[src/rtl/pc_sequencer_pkg.sv]
// Shared types for the PC sequencer: FSM state encoding and next-PC source select.
package pc_sequencer_pkg;

    typedef enum logic [2:0] {
        StIdle   = 3'd0,
        StFetch  = 3'd1,
        StDecode = 3'd2,
        StExec   = 3'd3,
        StMem    = 3'd4,
        StHalt   = 3'd5
    } state_e;

    typedef enum logic [1:0] {
        PcSelInc = 2'd0,
        PcSelBr  = 2'd1,
        PcSelJmp = 2'd2
    } pc_sel_e;

endpackage

[src/rtl/pc_sequencer_if.sv]
// Sequencer-side bundle: decoder flags, fetch/memory handshakes and PC register controls.
interface pc_sequencer_if #(
    parameter int unsigned WIDTH  = 16,
    parameter int unsigned DISP_W = 8
) ();

    logic              run;
    logic [WIDTH-1:0]  pc_cur;
    logic              fetch_req;
    logic              fetch_ack;
    logic              ir_en;
    logic              op_jump;
    logic              op_branch;
    logic              cond_true;
    logic              op_mem;
    logic              op_load;
    logic              op_halt;
    logic [DISP_W-1:0] disp;
    logic [WIDTH-1:0]  jump_tgt;
    logic              mem_req;
    logic              mem_ack;
    logic              reg_we;
    logic              pc_en;
    logic [WIDTH-1:0]  pc_next;
    logic              halted;

    modport master (
        input  run, pc_cur, fetch_ack, op_jump, op_branch, cond_true, op_mem, op_load, op_halt,
               disp, jump_tgt, mem_ack,
        output fetch_req, ir_en, mem_req, reg_we, pc_en, pc_next, halted
    );

    modport slave (
        output run, pc_cur, fetch_ack, op_jump, op_branch, cond_true, op_mem, op_load, op_halt,
               disp, jump_tgt, mem_ack,
        input  fetch_req, ir_en, mem_req, reg_we, pc_en, pc_next, halted
    );

endinterface

[src/rtl/pc_sequencer_pc_next_mux.sv]
// Next-PC datapath: increment, sign-extended relative branch, or absolute jump (all mod 2^WIDTH).
module pc_sequencer_pc_next_mux
    import pc_sequencer_pkg::*;
#(
    parameter int unsigned WIDTH  = 16,
    parameter int unsigned DISP_W = 8
) (
    input  logic [WIDTH-1:0]  pc_cur_i,
    input  logic [DISP_W-1:0] disp_i,
    input  logic [WIDTH-1:0]  jump_tgt_i,
    input  pc_sel_e           sel_i,
    output logic [WIDTH-1:0]  pc_next_o
);

    logic [WIDTH-1:0] disp_sext;

    assign disp_sext = {{(WIDTH - DISP_W){disp_i[DISP_W-1]}}, disp_i};

    always_comb begin
        pc_next_o = pc_cur_i + WIDTH'(1);
        unique case (sel_i)
            PcSelBr:  pc_next_o = pc_cur_i + disp_sext;
            PcSelJmp: pc_next_o = jump_tgt_i;
            default:  pc_next_o = pc_cur_i + WIDTH'(1);
        endcase
    end

endmodule

[src/rtl/pc_sequencer.sv]
// Fetch/decode/execute sequencer; sole driver of the PC register's load enable and load value.
module pc_sequencer
    import pc_sequencer_pkg::*;
#(
    parameter int unsigned     WIDTH     = 16,
    parameter int unsigned     DISP_W    = 8,
    parameter logic [WIDTH-1:0] RESET_VEC = '0
) (
    input logic            clk,
    input logic            rst,
    pc_sequencer_if.master bus
);

    state_e            state_q, state_d;
    logic              fetch_req_q, fetch_req_d;
    logic              mem_req_q, mem_req_d;
    logic              halted_q, halted_d;
    logic              jump_q, jump_d;
    logic              branch_q, branch_d;
    logic              cond_q, cond_d;
    logic              load_q, load_d;
    logic [DISP_W-1:0] disp_q, disp_d;
    logic [WIDTH-1:0]  tgt_q, tgt_d;

    logic              ir_en;
    logic              pc_en;
    logic              reg_we;
    pc_sel_e           sel;
    logic [WIDTH-1:0]  mux_pc_next;

    always_comb begin
        state_d  = state_q;
        jump_d   = jump_q;
        branch_d = branch_q;
        cond_d   = cond_q;
        load_d   = load_q;
        disp_d   = disp_q;
        tgt_d    = tgt_q;
        ir_en    = 1'b0;
        pc_en    = 1'b0;
        reg_we   = 1'b0;
        sel      = PcSelInc;

        unique case (state_q)
            StIdle: begin
                if (bus.run) state_d = StFetch;
            end
            StFetch: begin
                ir_en = bus.fetch_ack;
                if (bus.fetch_ack) state_d = StDecode;
            end
            StDecode: begin
                jump_d   = bus.op_jump;
                branch_d = bus.op_branch;
                cond_d   = bus.cond_true;
                load_d   = bus.op_load;
                disp_d   = bus.disp;
                tgt_d    = bus.jump_tgt;
                if (bus.op_halt)     state_d = StHalt;
                else if (bus.op_mem) state_d = StMem;
                else                 state_d = StExec;
            end
            StExec: begin
                pc_en  = 1'b1;
                reg_we = !(jump_q || branch_q);
                // Jump outranks branch when the decoder flags both.
                if (jump_q)                  sel = PcSelJmp;
                else if (branch_q && cond_q) sel = PcSelBr;
                state_d = bus.run ? StFetch : StIdle;
            end
            StMem: begin
                if (bus.mem_ack) begin
                    pc_en   = 1'b1;
                    reg_we  = load_q;
                    state_d = bus.run ? StFetch : StIdle;
                end
            end
            StHalt: begin
                state_d = StHalt;
            end
            default: begin
                state_d = StIdle;
            end
        endcase

        // Request/status outputs are registered straight from the next state.
        fetch_req_d = (state_d == StFetch);
        mem_req_d   = (state_d == StMem);
        halted_d    = (state_d == StHalt);
    end

    always_ff @(posedge clk or posedge rst) begin
        if (rst) begin
            state_q     <= StIdle;
            fetch_req_q <= 1'b0;
            mem_req_q   <= 1'b0;
            halted_q    <= 1'b0;
            jump_q      <= 1'b0;
            branch_q    <= 1'b0;
            cond_q      <= 1'b0;
            load_q      <= 1'b0;
            disp_q      <= '0;
            tgt_q       <= '0;
        end else begin
            state_q     <= state_d;
            fetch_req_q <= fetch_req_d;
            mem_req_q   <= mem_req_d;
            halted_q    <= halted_d;
            jump_q      <= jump_d;
            branch_q    <= branch_d;
            cond_q      <= cond_d;
            load_q      <= load_d;
            disp_q      <= disp_d;
            tgt_q       <= tgt_d;
        end
    end

    pc_sequencer_pc_next_mux #(
        .WIDTH (WIDTH),
        .DISP_W(DISP_W)
    ) u_pc_next_mux (
        .pc_cur_i  (bus.pc_cur),
        .disp_i    (disp_q),
        .jump_tgt_i(tgt_q),
        .sel_i     (sel),
        .pc_next_o (mux_pc_next)
    );

    assign bus.fetch_req = fetch_req_q;
    assign bus.mem_req   = mem_req_q;
    assign bus.halted    = halted_q;
    assign bus.ir_en     = ir_en;
    assign bus.pc_en     = pc_en;
    assign bus.reg_we    = reg_we;
    assign bus.pc_next   = (state_q == StIdle) ? RESET_VEC : mux_pc_next;

endmodule
[src/flat_wrapper.sv]
// flat-port wrapper written by rule: the top's interface ports become plain ports
module pc_sequencer_flat import pc_sequencer_pkg::*;
#(
    parameter int unsigned     WIDTH     = 16,
    parameter int unsigned     DISP_W    = 8,
    parameter logic [WIDTH-1:0] RESET_VEC = '0
)
  (clk, rst, bus_run, bus_pc_cur, bus_fetch_ack, bus_op_jump, bus_op_branch, bus_cond_true, bus_op_mem, bus_op_load, bus_op_halt, bus_disp, bus_jump_tgt, bus_mem_ack, bus_fetch_req, bus_ir_en, bus_mem_req, bus_reg_we, bus_pc_en, bus_pc_next, bus_halted);
  pc_sequencer_if #(.WIDTH(WIDTH), .DISP_W(DISP_W)) bus_i ();
  input logic clk;
  input logic rst;
  input wire logic [$bits(bus_i.run)-1:0] bus_run;
  input wire logic [$bits(bus_i.pc_cur)-1:0] bus_pc_cur;
  input wire logic [$bits(bus_i.fetch_ack)-1:0] bus_fetch_ack;
  input wire logic [$bits(bus_i.op_jump)-1:0] bus_op_jump;
  input wire logic [$bits(bus_i.op_branch)-1:0] bus_op_branch;
  input wire logic [$bits(bus_i.cond_true)-1:0] bus_cond_true;
  input wire logic [$bits(bus_i.op_mem)-1:0] bus_op_mem;
  input wire logic [$bits(bus_i.op_load)-1:0] bus_op_load;
  input wire logic [$bits(bus_i.op_halt)-1:0] bus_op_halt;
  input wire logic [$bits(bus_i.disp)-1:0] bus_disp;
  input wire logic [$bits(bus_i.jump_tgt)-1:0] bus_jump_tgt;
  input wire logic [$bits(bus_i.mem_ack)-1:0] bus_mem_ack;
  output wire logic [$bits(bus_i.fetch_req)-1:0] bus_fetch_req;
  output wire logic [$bits(bus_i.ir_en)-1:0] bus_ir_en;
  output wire logic [$bits(bus_i.mem_req)-1:0] bus_mem_req;
  output wire logic [$bits(bus_i.reg_we)-1:0] bus_reg_we;
  output wire logic [$bits(bus_i.pc_en)-1:0] bus_pc_en;
  output wire logic [$bits(bus_i.pc_next)-1:0] bus_pc_next;
  output wire logic [$bits(bus_i.halted)-1:0] bus_halted;
  assign bus_i.run = bus_run;
  assign bus_i.pc_cur = bus_pc_cur;
  assign bus_i.fetch_ack = bus_fetch_ack;
  assign bus_i.op_jump = bus_op_jump;
  assign bus_i.op_branch = bus_op_branch;
  assign bus_i.cond_true = bus_cond_true;
  assign bus_i.op_mem = bus_op_mem;
  assign bus_i.op_load = bus_op_load;
  assign bus_i.op_halt = bus_op_halt;
  assign bus_i.disp = bus_disp;
  assign bus_i.jump_tgt = bus_jump_tgt;
  assign bus_i.mem_ack = bus_mem_ack;
  assign bus_fetch_req = bus_i.fetch_req;
  assign bus_ir_en = bus_i.ir_en;
  assign bus_mem_req = bus_i.mem_req;
  assign bus_reg_we = bus_i.reg_we;
  assign bus_pc_en = bus_i.pc_en;
  assign bus_pc_next = bus_i.pc_next;
  assign bus_halted = bus_i.halted;
  pc_sequencer #(.WIDTH(WIDTH), .DISP_W(DISP_W), .RESET_VEC(RESET_VEC)) u_core (.clk(clk), .rst(rst), .bus(bus_i));
endmodule
[config.mk]
export PLATFORM = sky130hd
export DESIGN_NAME = pc_sequencer_flat
export DESIGN_NICKNAME = d
export VERILOG_FILES = /design/src/rtl/pc_sequencer_pkg.sv /design/src/rtl/pc_sequencer_if.sv /design/src/rtl/pc_sequencer_pc_next_mux.sv /design/src/rtl/pc_sequencer.sv /design/src/flat_wrapper.sv
export SDC_FILE = /design/constraint.sdc
export NUM_CORES = 1
export LEC_CHECK = 0
export BUFFER_PORTS_ARGS = -buffer_cell sky130_fd_sc_hd__buf_2
export CAP_MARGIN = 20
export CORE_AREA = 2 2 74 90
export DETAILED_ROUTE_END_ITERATION = 10
export DIE_AREA = 0 0 76 92
export PLACE_DENSITY = 0.71
export SETUP_SLACK_MARGIN = 0.15
export SYNTH_ARGS = -nofsm -noshare
export SYNTH_HDL_FRONTEND = slang
export SYNTH_SLANG_ARGS = --single-unit
[constraint.sdc]
create_clock -name clk -period 3.7 [get_ports clk]
set_input_delay 0.185 -clock clk [delete_from_list [all_inputs] [get_ports clk]]
set_output_delay 0.185 -clock clk [all_outputs]
set_load 0.02 [all_outputs]
==> impl_metrics.env, run 1 <==
export IMPL_finalHoldViolations=7
export IMPL_antenna_found_initial=0
export IMPL_grt_pass1_wl_mm=9.81
export IMPL_grt_max_degree=35
export IMPL_area_delta_synth_final_pct=27.3
export IMPL_skew_ps=5.39
export IMPL_ys_seq_elements=34
export IMPL_syn_inst=248
export IMPL_cpMaxStageDelayCell="or3_4"
export IMPL_fin_nets=385
export IMPL_wl_mm=6.27
export IMPL_crit_type="reg -> out"
export IMPL_overflow=0
export IMPL_vias_per_cell=5.28
export IMPL_die_h_um=92
export IMPL_synth_flop_cell="dfrtp_1"
export IMPL_drt_pass1_iter_count=4
export IMPL_mostFrequentLayoutCell="buf_2"
export IMPL_synth_area_per_cell_um2=9.52
export IMPL_pin_count=73
export IMPL_report_final_setup_viol=0
export IMPL_cts_sinks=34
export IMPL_grt_setup_unrepaired="true"
export IMPL_critPathTopFamily="simple AND/OR/NAND/NOR gates"
export IMPL_synth_enable_flop_cells=0
export IMPL_fin_crit_sh_pct=93.7
export IMPL_fillCellCount=604
export IMPL_crit_fanout=5
export IMPL_synth_warning_count=0
export IMPL_p_leak_nw=1.41
export IMPL_drt_initial_drc_count=86
export IMPL_crit_arrival_ps=3280
export IMPL_mostFrequentLayoutCells="buf_2, dfrtp_1, mux2_2"
export IMPL_critPathRequiredTime_ps=3510
export IMPL_drc_errors=0
export IMPL_critical_path_buf_inv_count=2
export IMPL_fin_setup_tns_ps=0
export IMPL_dp_hpwl_mm=4.65
export IMPL_ys_types=48
export IMPL_syn_nets=307
export IMPL_crit_path_start_kind="register"
export IMPL_die_area_mm2=0.00699
export IMPL_clockBufferDepth=2
export IMPL_slowest_delay_ps=420
export IMPL_async_reset_ff_share_pct=100
export IMPL_maxCapViolCount=0
export IMPL_irDropWorstVdd_v=0.000336
export IMPL_yosysSeqAreaShare_pct=36.0
export IMPL_path_clk_slew_ps=70
export IMPL_synth_area_mm2=0.00236
export IMPL_io_buffers=72
export IMPL_postRouteAntennaNets=0
export IMPL_wl_per_cell_um=15.2
export IMPL_ctsHoldBuffers=0
export IMPL_start_util_pct=38.0
export IMPL_cts_tree="done"
export IMPL_coreArea_mm2=0.00621
export IMPL_final_cells=412
export IMPL_cts_root_buf="clkbuf_8"
export IMPL_power_density_mw_per_mm2=638
export IMPL_crit_chain="nand4bb_4 -> or3_4 -> ha_4 -> fa_2 -> a211oi_2 -> nor2_2 -> o41ai_4 -> buf_6 -> nor3_1 -> or2_1 -> o211ai_1 -> buf_4"
export IMPL_violations="hold timing"
export IMPL_worstSkewPairLatency_ps=280
export IMPL_gp_congestion=0.889
export IMPL_grtUsageTotal_pct=17.4
export IMPL_htree_levels=2
export IMPL_vias=2176
export IMPL_grt_pass1_vias=2155
export IMPL_die_width_um=76
export IMPL_setup_worst_path_end_class="primary output"
export IMPL_cts_made_buffers=5
export IMPL_dp_cells=396
export IMPL_worst_pin_slew_ps=623
export IMPL_slew_headroom_pct=58.4
export IMPL_slew_viol_final=0
export IMPL_outcome="finished, violations left"
export IMPL_hp_class="in -> async"
export IMPL_max_freq_mhz=288
export IMPL_antenna_cells=0
export IMPL_whs_ps=-7.55
export IMPL_rows=32
export IMPL_layout_drive_gt1_share_pct=41.0
export IMPL_min_period_ps=3470
==> power breakdown <==
group          internal (mW)  leakage, nW  switching [mW]  total [mW]
Clock                  0.201       0.0524           0.128       0.329
Sequential             0.560        0.409           0.111       0.671
Combinational          0.422        0.953           0.497       0.919
==> cell families after synthesis <==
logic type	after synthesis	synth area share [%]
AOI/OAI and AO/OA	52	15.2
xor gates and xnor gates	9	3.34
adders and majority gates	8	4.56
buffers and inverters	18	3.55
DFF	34	36.0
muxes	35	16.3
and+or+nand+nor	92	21.0
==> sequential cells by signal, indices dropped and copies added, names as in the netlist <==
| name | count |
|---|---|
| u_core.branch_q | 1 |
| u_core.bus.fetch_req | 1 |
| u_core.bus.halted | 1 |
| u_core.bus.mem_req | 1 |
| u_core.cond_q | 1 |
| u_core.disp_q | 8 |
| u_core.jump_q | 1 |
| u_core.load_q | 1 |
| u_core.state_q | 3 |
| u_core.tgt_q | 16 |
==> stage by stage <==
stage,power [mW],setup slack [ps],util [%],instance area [µm²]
floorplan,1.29,366,-,2360
global placement,1.54,267,44.9,2790
detailed placement,1.56,228,44.9,2790
CTS,1.92,181,47.4,2940
global route,2.04,60.9,48.4,3010
finish,1.92,232,48.4,3010
==> area by class of cell <==
| type | count | area (µm²) | share of cell area (%) |
|---|---|---|---|
| Timing Repair Buffer | 83 | 452 | 15.0 |
| Inverter | 6 | 22.5 | 0.749 |
| Tap cell | 85 | 106 | 3.54 |
| Multi-Input combinational cell | 196 | 1470 | 48.8 |
| Sequential cell | 34 | 853 | 28.4 |
| Clock inverter | 1 | 30.0 | 0.999 |
| Clock buffer | 7 | 76.3 | 2.54 |
==> worst min-delay path: cells and delay by family <==
family	cells	cell delay [ps]
buffers and inverters	3	510
==> synthesized netlist by cell type, types with 2 or more instances <==
| master | n | area, µm² |
|---|---|---|
| dfrtp_1 | 34 | 851 |
| mux2_2 | 28 | 315 |
| nand2_1 | 26 | 97.6 |
| nor2_1 | 21 | 78.8 |
| o21ai_0 | 14 | 70.1 |
| a21oi_1 | 11 | 55.1 |
| and2_1 | 9 | 56.3 |
| xnor2_1 | 8 | 70.1 |
| ha_1 | 7 | 87.6 |
| mux2i_1 | 7 | 70.1 |
| clkbuf_1 | 6 | 22.5 |
| inv_1 | 6 | 22.5 |
| a211oi_1 | 5 | 37.5 |
| nand3_1 | 5 | 25.0 |
| nor3_1 | 5 | 25.0 |
| nand2b_1 | 4 | 25.0 |
| o211ai_1 | 4 | 30.0 |
| or3_1 | 4 | 25.0 |
| a21o_1 | 3 | 22.5 |
| and3_1 | 3 | 18.8 |
| buf_1 | 3 | 11.3 |
| nand4_1 | 3 | 18.8 |
| a211o_1 | 2 | 17.5 |
| buf_6 | 2 | 22.5 |
| nor4b_1 | 2 | 17.5 |
| o21ai_1 | 2 | 10.0 |
| o21bai_1 | 2 | 15.0 |
| or2_1 | 2 | 12.5 |
==> worst paths after layout <==
kind / from / to / slack [ps] / depth (start not counted)
max: u_core.state_q[2]$_DFF_PP0_ / bus_pc_next[12] / 230 / 12
min: rst / u_core.disp_q[3]$_DFFE_PP0P_ / -8 / 3
max reg2reg: u_core.state_q[2]$_DFF_PP0_ / u_core.tgt_q[3]$_DFFE_PP0P_ / 1770 / 5
min reg2reg: u_core.disp_q[1]$_DFFE_PP0P_ / u_core.disp_q[1]$_DFFE_PP0P_ / 500 / 1
max in group asynchronous: rst / u_core.state_q[1]$_DFF_PP0_ / 3360 / 3
min in group clk: bus_op_load / u_core.load_q$_DFFE_PP0P_ / 130 / 2
==> timing repair <==
action / in CTS / in global routing
gates resized for setup: 8 / 7
buffers inserted: 4 / 4
pin swaps: 3 / 9
setup endpoints to repair: 5 / 10
hold endpoints to repair: 0 / 0
==> layer usage <==
metal	GRT usage, %	part of all wire [%]	wire (µm)
met2	31.5	52	3260
met5	0	0	0
met1	20.0	41	2560
met4	8.33	2.9	183
met3	3.05	4.3	272
No activity file was read; power rests on OpenSTA's default activity.
==> run 2: changes to the inputs <==
CORE_AREA = 2 2 80 82   (was 2 2 74 90)
DIE_AREA = 0 0 82 84   (was 0 0 76 92)
PLACE_DENSITY = not set   (was 0.71)
PLACE_DENSITY_LB_ADDON = 0.08   (was not set)
==> impl_metrics.env, run 2 (synthesized netlist as in run 1, its figures left out) <==
export IMPL_outcome="finished, violations left"
export IMPL_violations="hold timing"
export IMPL_hp_class="in -> async"
export IMPL_fin_area_mm2=0.00301
export IMPL_cts_sinks=34
export IMPL_max_freq_mhz=286
export IMPL_io_buffers=72
export IMPL_vias_per_cell=5.23
export IMPL_power_density_mw_per_mm2=620
export IMPL_gp_congestion=0.768
export IMPL_top_register="u_core.tgt_q"
export IMPL_grt_max_degree=35
export IMPL_ctsHoldBuffers=0
export IMPL_overflow=0
export IMPL_area_delta_synth_final_pct=27.6
export IMPL_drt_initial_drc_count=56
export IMPL_mostFrequentLayoutCells="buf_2, dfrtp_1, mux2_2"
export IMPL_utilization_pct=49.4
export IMPL_drt_pass1_iter_count=4
export IMPL_whs_ps=-3.82
export IMPL_grtUsageTotal_pct=18.7
export IMPL_largest_reg_flops=16
export IMPL_die_area_mm2=0.00689
export IMPL_cts_made_buffers=5
export IMPL_wl_per_cell_um=14.9
export IMPL_dp_hpwl_mm=4.56
export IMPL_slew_viol_final=0
export IMPL_die_h_um=84
export IMPL_fin_nets=386
export IMPL_grt_pass1_vias=2154
export IMPL_placed_area_mm2=0.00278
export IMPL_cts_tree="done"
export IMPL_clockBufferDepth=2
export IMPL_antenna_found_initial=0
export IMPL_fin_crit_sh_pct=94.5
export IMPL_setup_worst_path_end_class="primary output"
export IMPL_layout_drive_gt1_share_pct=42.7
export IMPL_grt_pass1_wl_mm=10.0
export IMPL_rows=29
export IMPL_wl_mm=6.03
export IMPL_postRouteAntennaNets=0
export IMPL_worstSkewPairLatency_ps=280
export IMPL_critPathRequiredTime_ps=3510
export IMPL_crit_arrival_ps=3310
export IMPL_antenna_cells=0
export IMPL_cts_root_buf="clkbuf_8"
export IMPL_report_final_setup_viol=0
export IMPL_pin_count=73
export IMPL_start_util_pct=38.7
export IMPL_top_regs="u_core.tgt_q (16), u_core.disp_q (8), u_core.state_q (3)"
export IMPL_maxCapViolCount=0
export IMPL_min_period_ps=3500
export IMPL_slew_headroom_pct=58.1
export IMPL_die_width_um=82
export IMPL_drc_errors=0
export IMPL_p_total_mw=1.87
export IMPL_crit_fanout=5
export IMPL_cpMaxStageDelayCell="or3_4"
export IMPL_path_clk_slew_ps=70
export IMPL_irDropWorstVdd_v=0.000309
export IMPL_fin_setup_tns_ps=0
export IMPL_slowest_delay_ps=420
export IMPL_finalHoldViolations=15
export IMPL_crit_path_start_kind="register"
export IMPL_mostFrequentLayoutCell="buf_2"
export IMPL_vias=2120
export IMPL_coreArea_mm2=0.00610
export IMPL_htree_levels=2
export IMPL_grt_setup_unrepaired="true"
export IMPL_worst_pin_slew_ps=627
export IMPL_crit_chain="nand4bb_4 -> or3_4 -> ha_4 -> fa_2 -> a211oi_2 -> nor2_2 -> o41ai_4 -> buf_6 -> mux2i_2 -> xnor2_1 -> o21ai_1 -> buf_4"
export IMPL_crit_type="reg -> out"
export IMPL_p_leak_nw=1.42
export IMPL_skew_ps=7.68
-- run 2: cell count changes in the layout (fill, tap and decap cells not counted), moves of 2 or more --
| cell | previous run | this run |
|---|---|---|
| a21oi_1 | 11 | 9 |
| a21oi_2 | 0 | 2 |
| buf_2 | 70 | 68 |
| buf_4 | 12 | 15 |
-- run 2: worst paths after layout --
check,start,end,slack [ps],cells after the start
min,rst,u_core.disp_q[2]$_DFFE_PP0P_,-4,3
max in group asynchronous,rst,u_core.state_q[1]$_DFF_PP0_,3370,3
min reg2reg,u_core.disp_q[3]$_DFFE_PP0P_,u_core.disp_q[3]$_DFFE_PP0P_,500,1
max reg2reg,u_core.state_q[2]$_DFF_PP0_,u_core.bus.mem_req$_DFF_PP0_,1710,8
max,u_core.state_q[2]$_DFF_PP0_,bus_pc_next[10],200,12
min in group clk,bus_op_jump,u_core.jump_q$_DFFE_PP0P_,130,2
-- run 2: per-stage QoR --
| stage | instances | setup WS [ps] |
|---|---|---|
| floorplan | 248 | 366 |
| global placement | 388 | 284 |
| detailed placement | 388 | 241 |
| CTS | 400 | 144 |
| global route | 405 | -16.0 |
| finish | 405 | 203 |
-- run 2: cell type report --
type                            instances  area, µm²
Multi-Input combinational cell        196       1480
Tap cell                               77       96.3
Clock buffer                            7       86.3
Fill cell                             600       3080
Sequential cell                        34        853
Clock inverter                          1       5.00
Timing Repair Buffer                   84        464
Inverter                                6       22.5
-- run 2: what timing repair did --
action / CTS / global route
hold endpoints to repair: 0 / 0
setup buffers: 4 / 5
gates resized for setup: 4 / 18
setup endpoints to repair: 5 / 11
pin swaps: 2 / 14
-- run 2: critical path: cells and delay by family (launching register included) --
kind / cells / cell delay, ps
AO/OA/AOI/OAI: 3 / 650
XOR/XNOR: 1 / 100
adder cells (fa/ha/maj): 2 / 590
buffers and inverters: 2 / 330
flip-flops: 1 / 410
multiplexers: 1 / 210
AND/OR/NAND/NOR: 3 / 740
-- run 2: report_power, final --
| part | total [mW] | switching (mW) | leakage, nW | internal, mW |
|---|---|---|---|---|
| clock network | 0.285 | 0.135 | 0.0482 | 0.150 |
| registers | 0.671 | 0.112 | 0.409 | 0.559 |
| logic | 0.911 | 0.486 | 0.960 | 0.425 |
| total | 1.87 | 0.733 | 1.42 | 1.13 |
-- run 2: metal layers --
layer  up-vias  wire (µm)  GRT usage [%]
met1      1013       2660           24.3
met3         4        271           2.71
li1       1052          -              -
met2        51       3040           31.9
met4         0         53           5.00
met5         -          0              0
==> run 3: changes to the inputs <==
clock period = 3.1 ns   (was 3.7 ns; I/O delays follow)
==> impl_metrics.env, run 3 (synthesized netlist as in run 1, its figures left out) <==
export IMPL_outcome="finished, violations left"
export IMPL_violations="setup timing"
export IMPL_routed_wl_met2_mm=3.01
export IMPL_postRouteAntennaNets=0
export IMPL_crit_type="reg -> out"
export IMPL_placed_area_mm2=0.00292
export IMPL_reg2regPathDepth=9
export IMPL_fin_area_mm2=0.00330
export IMPL_setup_worst_path_end_class="primary output"
export IMPL_max_freq_mhz=298
export IMPL_largest_reg_flops=16
export IMPL_mostFrequentLayoutCells="buf_2, dfrtp_1, buf_4"
export IMPL_pin_count=73
export IMPL_crit_chain="nand4bb_4 -> or3_1 -> ha_2 -> fa_2 -> a211oi_4 -> nor2_2 -> o41ai_4 -> buf_4 -> mux2i_1 -> xor2_1 -> o21ai_2 -> buf_6"
export IMPL_wl_mm=6.31
export IMPL_path_clk_slew_ps=70
export IMPL_overflow=0
export IMPL_worst_pin_slew_ps=683
export IMPL_power_frac_seq_pct=33.1
export IMPL_wl_per_cell_um=15.0
export IMPL_grtUsageTotal_pct=18.6
export IMPL_drt_pass1_iter_count=4
export IMPL_slowest_delay_ps=380
export IMPL_fillCellCount=596
export IMPL_gp_congestion=0.815
export IMPL_r2r_start="u_core.state_q[2]$_DFF_PP0_"
export IMPL_vias_per_cell=5.27
export IMPL_start_util_pct=38.7
export IMPL_crit_arrival_ps=3200
export IMPL_slew_headroom_pct=54.5
export IMPL_antenna_cells=0
export IMPL_grt_pass1_wl_mm=9.89
export IMPL_intPower_mw=1.45
export IMPL_p_leak_nw=1.51
export IMPL_holdPathStages=2
export IMPL_reg2reg_slack_ps=980
export IMPL_drt_initial_drc_count=66
export IMPL_top_regs="u_core.tgt_q (16), u_core.disp_q (8), u_core.state_q (3)"
export IMPL_drc_errors=0
export IMPL_die_h_um=84
export IMPL_cts_sinks=34
export IMPL_finalHoldViolations=0
export IMPL_maxCapViolCount=0
export IMPL_hp_class="in -> reg"
export IMPL_grt_pass1_vias=2071
export IMPL_skew_ps=4.85
export IMPL_critical_path_buf_inv_count=2
export IMPL_report_final_setup_viol=6
export IMPL_power_density_mw_per_mm2=720
export IMPL_slew_viol_final=0
export IMPL_grt_setup_unrepaired="true"
export IMPL_fin_crit_sh_pct=108
export IMPL_area_delta_synth_final_pct=39.8
export IMPL_top_layer="met4"
export IMPL_dr_wl_met3_um=256
export IMPL_antenna_found_initial=0
export IMPL_crit_path_start_kind="register"
export IMPL_htree_levels=2
export IMPL_swShare_pct=39.1
export IMPL_dp_cells=404
export IMPL_die_area_mm2=0.00689
export IMPL_mostFrequentLayoutCell="buf_2"
export IMPL_switchingPower_uw=929
export IMPL_multiInputGateArea_mm2=0.00162
export IMPL_p_comb_share_pct=52.4
export IMPL_fin_nets=401
export IMPL_cts_made_buffers=5
export IMPL_critPathTopFamily="simple AND/OR/NAND/NOR gates"
export IMPL_die_width_um=82
export IMPL_utilization_pct=54.1
export IMPL_regArea_um2=851
export IMPL_critPathRequiredTime_ps=2940
export IMPL_coreArea_mm2=0.00610
export IMPL_top_register="u_core.tgt_q"
export IMPL_crit_fanout=5
export IMPL_min_period_ps=3360
export IMPL_layout_setup_ws_ps=-258
export IMPL_min_to="u_core.disp_q[4]$_DFFE_PP0P_"
export IMPL_dp_hpwl_mm=4.60
export IMPL_m1WireLength_mm=2.93
export IMPL_clockBufferDepth=2
export IMPL_r2r_end="u_core.bus.mem_req$_DFF_PP0_"
export IMPL_cpMaxStageDelayCell="dfrtp_1"
export IMPL_io_buffers=72
export IMPL_cts_root_buf="clkbuf_8"
export IMPL_grt_max_degree=35
export IMPL_clkPwrFrac_pct=14.6
export IMPL_worstSkewPairLatency_ps=290
export IMPL_irDropWorstVdd_v=0.000380
export IMPL_vias=2213
export IMPL_min_from="bus_disp[4]"
export IMPL_layout_drive_gt1_share_pct=50.7
export IMPL_cts_tree="done"
export IMPL_rows=29
export IMPL_final_cells=420
==> run 3: changes by cell type in the layout (fill, tap and decap cells not counted), moves of 3 or more <==
cell	previous run	this run
a21oi_1	9	5
and2_4	1	4
buf_4	15	29
buf_6	1	8
ha_2	0	3
o21ai_2	0	3
ha_1	6	1
and2_1	9	6
a21oi_2	2	5
buf_2	68	61
==> run 3: worst register-to-register path: cells and delay by family (launching register included) <==
kind / cells / cell delay (ps)
DFF: 1 / 380
and+or+nand+nor: 3 / 670
buffers and inverters: 5 / 840
AOI/OAI and AO/OA: 1 / 140
==> run 3: worst max path at each step <==
stage	from	end	slack [ps]	cells after the start
floorplan	u_core.state_q[2]$_DFF_PP0_	bus_pc_next[12]	-70	10
global placement	u_core.jump_q$_DFFE_PP0P_	bus_pc_next[12]	4	12
detailed placement	u_core.jump_q$_DFFE_PP0P_	bus_pc_next[12]	-20	12
CTS	u_core.state_q[2]$_DFF_PP0_	bus_pc_next[12]	-270	12
global route	u_core.state_q[2]$_DFF_PP0_	bus_pc_next[12]	-390	14
finish	u_core.state_q[2]$_DFF_PP0_	bus_pc_next[8]	-260	12
==> run 3: power groups by stage <==
stage          registers, mW  clock network [mW]  logic [mW]
6_report               0.785               0.346        1.24
5_1_grt                0.816               0.375        1.35
4_1_cts                0.785               0.356        1.19
3_5_place_dp           0.793                   0        1.13
3_3_place_gp           0.786                   0        1.12
2_1_floorplan          0.789                   0       0.760
==> run 3: metal layers <==
layer / global-route usage (%) / vias to the layer above
li1: - / 1074
met5: 0 / -
met3: 4.00 / 12
met4: 5.61 / 0
met2: 28.5 / 53
met1: 26.1 / 1074
==> run 3: repair_timing <==
| item | 4_1_cts | 5_1_grt |
|---|---|---|
| hold buffers | 1 | 0 |
| setup buffers | 0 | 7 |
| endpoints found under the setup margin | 12 | 12 |
| gates resized for setup | 21 | 34 |
| pin swaps | 14 | 20 |
| endpoints found under the hold margin | 34 | 0 |
==> run 3: stage by stage <==
| step | TNS [ps] | worst slack, ps | power [mW] | hold slack [ps] |
|---|---|---|---|---|
| floorplan | -86.8 | -68.9 | 1.55 | 297 |
| global route | -2390 | -395 | 2.54 | 88.4 |
| global placement | 0 | 4.07 | 1.91 | 277 |
| finish | -932 | -258 | 2.38 | 90.5 |
| CTS | -957 | -271 | 2.33 | 85.6 |
| detailed placement | -16.4 | -16.4 | 1.93 | 284 |
==> run 3: final cells by class <==
type                            count  area share, %
Inverter                            6          0.682
Tap cell                           77           2.92
Clock inverter                      1          0.152
Timing Repair Buffer               99           18.9
Multi-Input combinational cell    196           49.0
Clock buffer                        7           2.62
Sequential cell                    34           25.8
